$ cat config.mk
export PLATFORM = sky130hd
export DESIGN_NAME = raw_bram_stream_reader
export DESIGN_NICKNAME = d
export VERILOG_FILES = /design/src/rtl/raw_bram_stream_reader.sv
export SDC_FILE = /design/constraint.sdc
export NUM_CORES = 1
export LEC_CHECK = 0
export ABC_AREA = 1
export CAP_MARGIN = 20
export CORE_MARGIN = 3
export CORE_UTILIZATION = 60
export CTS_CLUSTER_DIAMETER = 100
export DETAILED_ROUTE_END_ITERATION = 8
export GPL_TIMING_DRIVEN = 0
export MAX_ROUTING_LAYER = met4
export PLACE_DENSITY = 0.85
export SLEW_MARGIN = 20
export SYNTH_ARGS = -nofsm -noshare
export SYNTH_HDL_FRONTEND = slang
export SYNTH_SLANG_ARGS = --single-unit
$ cat constraint.sdc
create_clock -name clk -period 3.9 [get_ports clk]
set_input_delay 0.585 -clock clk [delete_from_list [all_inputs] [get_ports clk]]
set_output_delay 0.585 -clock clk [all_outputs]
set_load 0.02 [all_outputs]
$ cat src/rtl/raw_bram_stream_reader.sv
// Streams a run of consecutive words out of the raw BRAM port as a valid/ready
// stream, with credit-limited issue so a stalled consumer never loses read data.
module raw_bram_stream_reader #(
   parameter int RAW_ADDR_WIDTH = 12,
   parameter int DATA_WIDTH     = 64,
   parameter int BRAM_LATENCY   = 3,
   parameter int FIFO_DEPTH     = 4
) (
   input  logic                      clk,
   input  logic                      rst,
   input  logic                      cmd_valid,
   output logic                      cmd_ready,
   input  logic [RAW_ADDR_WIDTH-1:0] cmd_base_addr,
   input  logic [RAW_ADDR_WIDTH:0]   cmd_len,
   output logic [RAW_ADDR_WIDTH-1:0] raw_addr,
   output logic                      raw_en,
   output logic                      raw_we,
   input  logic [DATA_WIDTH-1:0]     raw_read_data,
   output logic                      m_valid,
   input  logic                      m_ready,
   output logic [DATA_WIDTH-1:0]     m_data,
   output logic                      m_last,
   output logic                      busy
);

   localparam int PW = (FIFO_DEPTH > 1) ? $clog2(FIFO_DEPTH) : 1;
   localparam int CW = $clog2(FIFO_DEPTH + BRAM_LATENCY + 1);
   localparam int LW = RAW_ADDR_WIDTH + 1;

   typedef enum logic [1:0] {IDLE, ISSUE, DRAIN} state_t;

   state_t                    state_q, state_d;
   logic                      cmd_ready_q, cmd_ready_d;
   logic                      busy_q, busy_d;
   logic [RAW_ADDR_WIDTH-1:0] base_q, base_d;
   logic [LW-1:0]             len_q, len_d;
   logic [LW-1:0]             issue_cnt_q, issue_cnt_d;
   logic [LW-1:0]             pop_cnt_q, pop_cnt_d;
   logic [RAW_ADDR_WIDTH-1:0] raw_addr_q, raw_addr_d;
   logic [BRAM_LATENCY-1:0]   inflight_q, inflight_d;
   logic [PW-1:0]             wr_ptr_q, wr_ptr_d;
   logic [PW-1:0]             rd_ptr_q, rd_ptr_d;
   logic [CW-1:0]             fifo_count_q, fifo_count_d;
   logic [DATA_WIDTH-1:0]     fifo_mem [FIFO_DEPTH];

   logic [CW-1:0]             inflight_cnt;
   logic [RAW_ADDR_WIDTH-1:0] issue_addr;
   logic                      credit_ok;
   logic                      push;
   logic                      pop;

   // Credit covers both reads still inside the BRAM pipe and words already buffered.
   assign inflight_cnt = CW'($countones(inflight_q));
   assign credit_ok    = (inflight_cnt + fifo_count_q) < CW'(FIFO_DEPTH);
   assign issue_addr   = base_q + issue_cnt_q[RAW_ADDR_WIDTH-1:0];
   assign raw_en       = (state_q == ISSUE) && (issue_cnt_q < len_q) && credit_ok;
   assign raw_addr     = raw_en ? issue_addr : raw_addr_q;
   assign raw_we       = 1'b0;
   assign push         = inflight_q[BRAM_LATENCY-1];
   assign m_valid      = (fifo_count_q != '0);
   assign pop          = m_valid && m_ready;
   assign m_data       = fifo_mem[rd_ptr_q];
   assign m_last       = m_valid && (pop_cnt_q == len_q - LW'(1));
   assign cmd_ready    = cmd_ready_q;
   assign busy         = busy_q;

   always_comb begin
      state_d      = state_q;
      cmd_ready_d  = cmd_ready_q;
      busy_d       = busy_q;
      base_d       = base_q;
      len_d        = len_q;
      issue_cnt_d  = issue_cnt_q;
      pop_cnt_d    = pop_cnt_q;
      raw_addr_d   = raw_addr_q;
      wr_ptr_d     = wr_ptr_q;
      rd_ptr_d     = rd_ptr_q;
      fifo_count_d = fifo_count_q;
      inflight_d   = (inflight_q << 1) | BRAM_LATENCY'(raw_en);

      case (state_q)
         IDLE: begin
            if (cmd_valid) begin
               base_d      = cmd_base_addr;
               len_d       = cmd_len;
               issue_cnt_d = '0;
               pop_cnt_d   = '0;
               if (cmd_len != '0) begin
                  state_d     = ISSUE;
                  cmd_ready_d = 1'b0;
                  busy_d      = 1'b1;
               end
            end
         end
         ISSUE: begin
            if (raw_en && (issue_cnt_q == len_q - LW'(1))) state_d = DRAIN;
         end
         DRAIN: begin
            if (pop && m_last) begin
               state_d     = IDLE;
               cmd_ready_d = 1'b1;
               busy_d      = 1'b0;
            end
         end
         default: begin
            state_d     = IDLE;
            cmd_ready_d = 1'b1;
            busy_d      = 1'b0;
         end
      endcase

      if (raw_en) begin
         issue_cnt_d = issue_cnt_q + LW'(1);
         raw_addr_d  = issue_addr;
      end
      if (pop) pop_cnt_d = pop_cnt_q + LW'(1);
      if (push) wr_ptr_d = (wr_ptr_q == PW'(FIFO_DEPTH - 1)) ? '0 : wr_ptr_q + PW'(1);
      if (pop)  rd_ptr_d = (rd_ptr_q == PW'(FIFO_DEPTH - 1)) ? '0 : rd_ptr_q + PW'(1);
      if (push && !pop)      fifo_count_d = fifo_count_q + CW'(1);
      else if (!push && pop) fifo_count_d = fifo_count_q - CW'(1);
   end

   always_ff @(posedge clk or posedge rst) begin
      if (rst) begin
         state_q      <= IDLE;
         cmd_ready_q  <= 1'b1;
         busy_q       <= 1'b0;
         base_q       <= '0;
         len_q        <= '0;
         issue_cnt_q  <= '0;
         pop_cnt_q    <= '0;
         raw_addr_q   <= '0;
         inflight_q   <= '0;
         wr_ptr_q     <= '0;
         rd_ptr_q     <= '0;
         fifo_count_q <= '0;
      end else begin
         state_q      <= state_d;
         cmd_ready_q  <= cmd_ready_d;
         busy_q       <= busy_d;
         base_q       <= base_d;
         len_q        <= len_d;
         issue_cnt_q  <= issue_cnt_d;
         pop_cnt_q    <= pop_cnt_d;
         raw_addr_q   <= raw_addr_d;
         inflight_q   <= inflight_d;
         wr_ptr_q     <= wr_ptr_d;
         rd_ptr_q     <= rd_ptr_d;
         fifo_count_q <= fifo_count_d;
      end
   end

   // Buffer storage carries data only, so it needs no reset.
   always_ff @(posedge clk) begin
      if (push) fifo_mem[wr_ptr_q] <= raw_read_data;
   end

   always_ff @(posedge clk) begin
      if (!rst) assert (!(push && fifo_count_q == CW'(FIFO_DEPTH)));
   end

endmodule

==> results of run 1 <==
-- Yosys cell counts (2+ instances only) --
master | count | area, µm²
a211oi_1 | 2 | 15.0
a21oi_1 | 23 | 115
a31oi_1 | 2 | 12.5
buf_2 | 3 | 15.0
buf_4 | 2 | 15.0
clkbuf_1 | 48 | 180
clkinv_1 | 2 | 7.51
dfrtp_1 | 76 | 1900
edfxtp_1 | 256 | 7690
fa_1 | 3 | 60.1
ha_1 | 34 | 425
inv_1 | 82 | 308
inv_2 | 3 | 11.3
nand2_1 | 189 | 709
nand2_2 | 8 | 50.1
nand2_4 | 2 | 22.5
nand3_1 | 53 | 265
nand3_2 | 3 | 30.0
nand4_1 | 7 | 43.8
nor2_1 | 178 | 668
nor2_2 | 5 | 31.3
nor2_4 | 2 | 22.5
nor3_1 | 6 | 30.0
nor4_1 | 4 | 25.0
o21ai_0 | 178 | 891
o22ai_1 | 73 | 457
or2_2 | 2 | 12.5
xnor2_1 | 4 | 35.0
xor2_1 | 23 | 201
-- power by group --
part / leakage, µW / internal (µW) / switching (µW) / total, µW
sequential: 0.00332 / 4860 / 432 / 5290
combinational: 0.00290 / 2600 / 4840 / 7430
clock: 0.000512 / 1800 / 1320 / 3120
total: 0.00673 / 9250 / 6590 / 15800
-- how the worst min path moves through the flow --
stage | end | slack (ns) | cells past startpoint
2_1_floorplan | inflight_q[1] | 0.35 | 0
3_3_place_gp | inflight_q[2] | 0.36 | 0
3_5_place_dp | inflight_q[2] | 0.38 | 0
4_1_cts | inflight_q[2] | 0.40 | 0
5_1_grt | inflight_q[2] | 0.41 | 0
6_report | inflight_q[2] | 0.38 | 0
-- what timing repair did --
item,in CTS,in global routing
setup endpoints to repair,65,19
buffers inserted,0,0
gates resized for setup,24,28
-- registers in the layout, indices dropped and copies added (netlist names) --
name          count
wr_ptr_q          2
fifo_mem        256
fifo_count_q      3
base_q           12
raw_addr_q       12
rd_ptr_q          2
state_q           2
cmd_ready         1
pop_cnt_q        13
busy              1
len_q            13
inflight_q        3
issue_cnt_q      13
-- placed cells by master, fill, tap and decap left out, drive strengths merged, types with 23 or more instances in the layout --
cell type,instances
edfxtp,256
nand2,199
nor2,186
o21ai,178
clkdlybuf4s50,160
clkbuf,104
inv,87
dfrtp,76
o22ai,73
nand3,56
ha,34
a21oi,23
xor2,23
-- kinds of logic after synthesis --
kind of cell               count (synthesis)
AOI/OAI and AO/OA                        287
adders and majority gates                 37
xor gates and xnor gates                  28
buffers and inverters                    141
muxes                                      2
and+or+nand+nor                          462
DFF                                      333
other                                      1
-- layer usage --
layer | wire [µm] | GRT usage
met1 | 14400 | 0.371
met2 | 18200 | 0.469
met3 | 3030 | 0.0595
met4 | 1030 | 0.0970
met5 | 0 | -
-- worst register-to-register path: cells and delay by family (launching register included) --
family                     cells  cell delay (ns)
AOI/OAI and AO/OA              2             0.50
DFF                            1             0.41
adders and majority gates      2             0.58
buffers and inverters          3             0.41
and+or+nand+nor                5             0.55
-- per-stage QoR --
stage	std cells	setup slack [ns]	area [µm²]	utilization	total power, µW
2_1_floorplan	1291	0.924	14400	-	9630
6_report	1849	0.146	17700	0.753	15800
3_5_place_dp	1788	0.231	16700	0.709	12700
5_1_grt	1849	0.00113	17700	0.753	16700
4_1_cts	1847	0.0434	17700	0.754	15800
3_3_place_gp	1783	0.0231	16600	0.704	12500
-- area by class of cell --
class,instances,area share
Antenna cell,2,0.000282
Buffer,54,0.0128
Clock buffer,49,0.0546
Clock inverter,10,0.00508
Inverter,87,0.0192
Multi-Input combinational cell,817,0.241
Sequential cell,333,0.542
Tap cell,319,0.0225
Timing Repair Buffer,178,0.102
==> run summary, run 1 <==
main flop type after synthesis - edfxtp_1
CP Capture Type - output port
Mapped Cells - 1,291
Compound-Gate Fraction of Synth Area - 0.108
EDFF count, synth - 256
final worst path period share - 0.963
Worst setup endpoint - m_data[59]
Worst Setup Path Type - register to output port
synthesized-area fraction occupied by adder cells - 0.0336
Fill cells - 1,494
I/O pin cnt - 175
CTS Hold Bufs - 0
CTS clk-pin slew, worst paths - 0.06 ns
post-synthesis mux area share - 0.00147
DP HPWL - 24.7 mm
proportion of layout cells with a drive suffix above 1 - 0.0687
area grow syn2layout - 22.8%
Final nets - 1,635
Initial DRC Count - 967
die width - 161 µm
Buffers on Ports - 173
DIE AREA - 26,000 µm²
CTS buffer count - 34
clk buf depth - 3
Worst-Margin Slew - 0.633 ns
DRT antenna net count - 0
Slew Limit Headroom - 0.578
cells along the critical path - clkbuf_2 > inv_1 > clkbuf_2 > clkbuf_1 > o21ai_0 > o22ai_1 > clkdlybuf4s50_1
Fin Hold WS - 0.383 ns
largest family of logic cells by synthesized area - simple AND/OR/NAND/NOR gates
max-cap violations - 0
initial core utilization - 0.613
CTS tree - done
CP Max Fanout - 10
Worst Path Required - 3.31 ns
Max stage delay on crit path - 0.67 ns
Buf/Inv on CP - 5
TNS Setup - 0 ns
via count - 10,800
static leakage - 0.00673 µW
largest net degree at the start of global routing - 50
Syn Std Cell Area - 14,400 µm²
routability cong. - 0.916
fraction of synthesized cell area in xor and xnor cells - 0.0179
die height - 161 µm
number of global-route vias before repair - 10,900
Reg2Reg Setup Slack - 1.35 ns
final-report hold violation count - 0
GRT overflow - 0
Core ar. - 23,500 µm²
antenna violations before repair - 2
Pwr Density - 894 nW/µm²
CP arrival - 3.17 ns
r2r worst-path depth - 12
peak supply drop - 0.548 mV
Warnings, synthesis - 0
Initial DRT Pass Iterations - 6
worst r2r src - fifo_count_q[0]
final wirelength - 36.7 mm
simple logic cell fraction of the synthesized area - 0.135
drt wl/cell - 19.9 µm
vias per inst - 5.85
Crit path max-delay family - buffers and inverters
ys async rst share - 0.231
H-Tree Depth - 2
post-synthesis register bit count - 333
Storage cell area - 9620 µm²
HP Start - inflight_q[1]
Hold Path Class - register to register
CTS root buffer - clkbuf_16
clk_lat worst skew - 0.52 ns
RSZ-0062 raised after global routing - false
CP max-delay cell - clkdlybuf4s50_1
CP startpoint - rd_ptr_q[0]
end of the worst register-to-register path - state_q[0]
Final Slew Violations - 0
Tot GR Track Use - 0.289
Syn Area/Cell - 11.2 µm²
most used cell, CP - clkbuf_2
Syn Nets - 1,421
CP Depth - 7
min Tclk post-route - 3.75 ns
DRC viols - 0
global-route wire length before repair - 57.6 mm
sequential area share after synthesis - 0.666
Clock Skews - 0.0137 ns
Unique masters post-synth - 47
status - completed
area of the multi-input gates - 4280 µm²
Setup violations, final - 0
row count - 56
clk sink count - 333
startpoint types - register
Fmax achieved - 266 MHz
Note: power is estimated with default switching activity, not from simulation.
==> inputs of run 2 (changes only) <==
CORE_MARGIN = not set   (was 3)
GPL_TIMING_DRIVEN = 1   (was 0)
==> run 2 against run 1 <==
- clock power grew 9.3%
- sequential power grew 0.8%
- critical path depth grew 5
- total power grew 0.40%
==> run summary, run 2 (synthesis gave the netlist of run 1 again) <==
max-cap violations - 0
Initial DRT Pass Iterations - 5
die width - 157 µm
vias per inst - 5.79
Hold Path Class - register to register
Worst-Margin Slew - 0.923 ns
antenna violations before repair - 2
Core ar. - 23,500 µm²
CTS tree - done
Tot GR Track Use - 0.293
CP Max Fanout - 7
global-route wire length before repair - 53.3 mm
I/O pin cnt - 175
Final nets - 1,597
Internal - 9480 µW
Worst Path Required - 3.31 ns
Pwr Density - 896 nW/µm²
CP arrival - 3.11 ns
clk_lat worst skew - 0.53 ns
final wirelength - 34.1 mm
row count - 56
routability cong. - 0.923
status - completed
CTS buffer count - 36
CTS clk-pin slew, worst paths - 0.06 ns
Sw Share - 0.404
most frequent cells in the layout - 256 x edfxtp_1, 189 x nand2_1, 178 x o21ai_0
DRT antenna net count - 0
r2r worst-path depth - 12
DP HPWL - 21.3 mm
Fmax achieved - 271 MHz
clk buf depth - 3
DRC viols - 0
Seq pwr share - 0.335
CP Capture Type - output port
TNS Setup - 0 ns
Combinational Power Share - 0.450
final worst path period share - 0.946
min Tclk post-route - 3.69 ns
Setup violations, final - 0
clk sink count - 333
CTS Hold Bufs - 0
H-Tree Depth - 2
static leakage - 0.00676 µW
largest net degree at the start of global routing - 66
initial core utilization - 0.613
RSZ-0062 raised after global routing - false
Buffers on Ports - 173
max reg flops - 256
Reg2Reg Setup Slack - 1.20 ns
hold endpoint - inflight_q[2]
worst r2r src - fifo_count_q[0]
Clk pwr share - 0.215
Final Slew Violations - 0
Clock Skews - 0.0214 ns
proportion of layout cells with a drive suffix above 1 - 0.0777
HP Start - inflight_q[1]
Slew Limit Headroom - 0.384
DIE AREA - 24,700 µm²
Hold Path Stages - 0
NetSw - 6430 µW
Biggest register - fifo_mem
end of the worst register-to-register path - issue_cnt_q[2]
CTS root buffer - clkbuf_16
final-report hold violation count - 0
die height - 157 µm
number of global-route vias before repair - 10,600
startpoint types - register
Worst Setup Path Type - register to output port
Initial DRC Count - 791
via count - 10,500
drt wl/cell - 18.8 µm
Design Power - 15,900 µW
area grow syn2layout - 22.9%
GRT overflow - 0
peak supply drop - 0.564 mV
most common cell after layout, fill and taps aside - edfxtp_1
## run 2: cell type report
cell class | count | area, µm²
clock inverter | 22 | 255
fill | 1533 | 5800
tap | 319 | 399
inverter | 87 | 328
multi-input combinational | 817 | 4290
sequential | 333 | 9620
clock buffer | 42 | 943
antenna | 2 | 5.00
timing repair buffer | 192 | 1900
## run 2: repair_timing
item,in CTS,in global routing
endpoints found under the setup margin,11,3
resized for setup,11,5
pin swaps,0,0
buffers inserted,0,0
hold endpoints to repair,0,0
## run 2: metal layers
layer | global-route usage | up-vias | routed length [µm]
li1 | - | 4916 | -
met1 | 0.362 | 5080 | 13500
met2 | 0.474 | 428 | 16900
met3 | 0.0680 | 76 | 2840
met4 | 0.113 | 0 | 877
met5 | - | - | 0
## run 2: critical path, cell delays in order, from the launching register on
cell and delay, ns:
dfrtp_1 0.43, inv_2 0.16, ha_2 0.31, inv_1 0.07, nand2_1 0.05, nand2_1 0.05
nand3_1 0.07, nor2_1 0.19, o211ai_1 0.14, nor4_2 0.28, nand3_1 0.11, nor2_1 0.12
clkdlybuf4s50_1 0.61
## run 2: per-stage QoR
stage / hold WS (ns) / cell area (µm²) / cells / worst slack [ns] / util
floorplan: 0.354 / 14400 / 1291 / 0.924 / -
global placement: 0.360 / 16500 / 1748 / 0.540 / 0.703
detailed placement: 0.370 / 16500 / 1748 / 0.395 / 0.703
CTS: 0.382 / 17700 / 1812 / 0.0196 / 0.753
global route: 0.403 / 17700 / 1814 / 0.0417 / 0.754
finish: 0.381 / 17700 / 1814 / 0.209 / 0.754
## run 2: worst max-delay path by stage
stage	start	end	slack (ns)	cells past startpoint
after floorplan	fifo_count_q[0]	raw_addr[11]	0.92	9
after global placement	fifo_count_q[0]	raw_addr[6]	0.54	10
after detailed placement	fifo_count_q[0]	raw_addr[3]	0.39	10
after CTS	fifo_count_q[0]	raw_addr[0]	0.02	12
after global routing	fifo_count_q[0]	raw_en	0.04	11
final	len_q[0]	m_last	0.21	12
## run 2: power by group through the flow
| stage | clock, µW | combinational, µW | sequential, µW |
|---|---|---|---|
| after floorplan | 0 | 4380 | 5250 |
| after CTS | 3440 | 7130 | 5320 |
| after detailed placement | 0 | 7160 | 5370 |
| after global placement | 0 | 6980 | 5330 |
| after global routing | 3570 | 7810 | 5420 |
| final | 3410 | 7160 | 5330 |
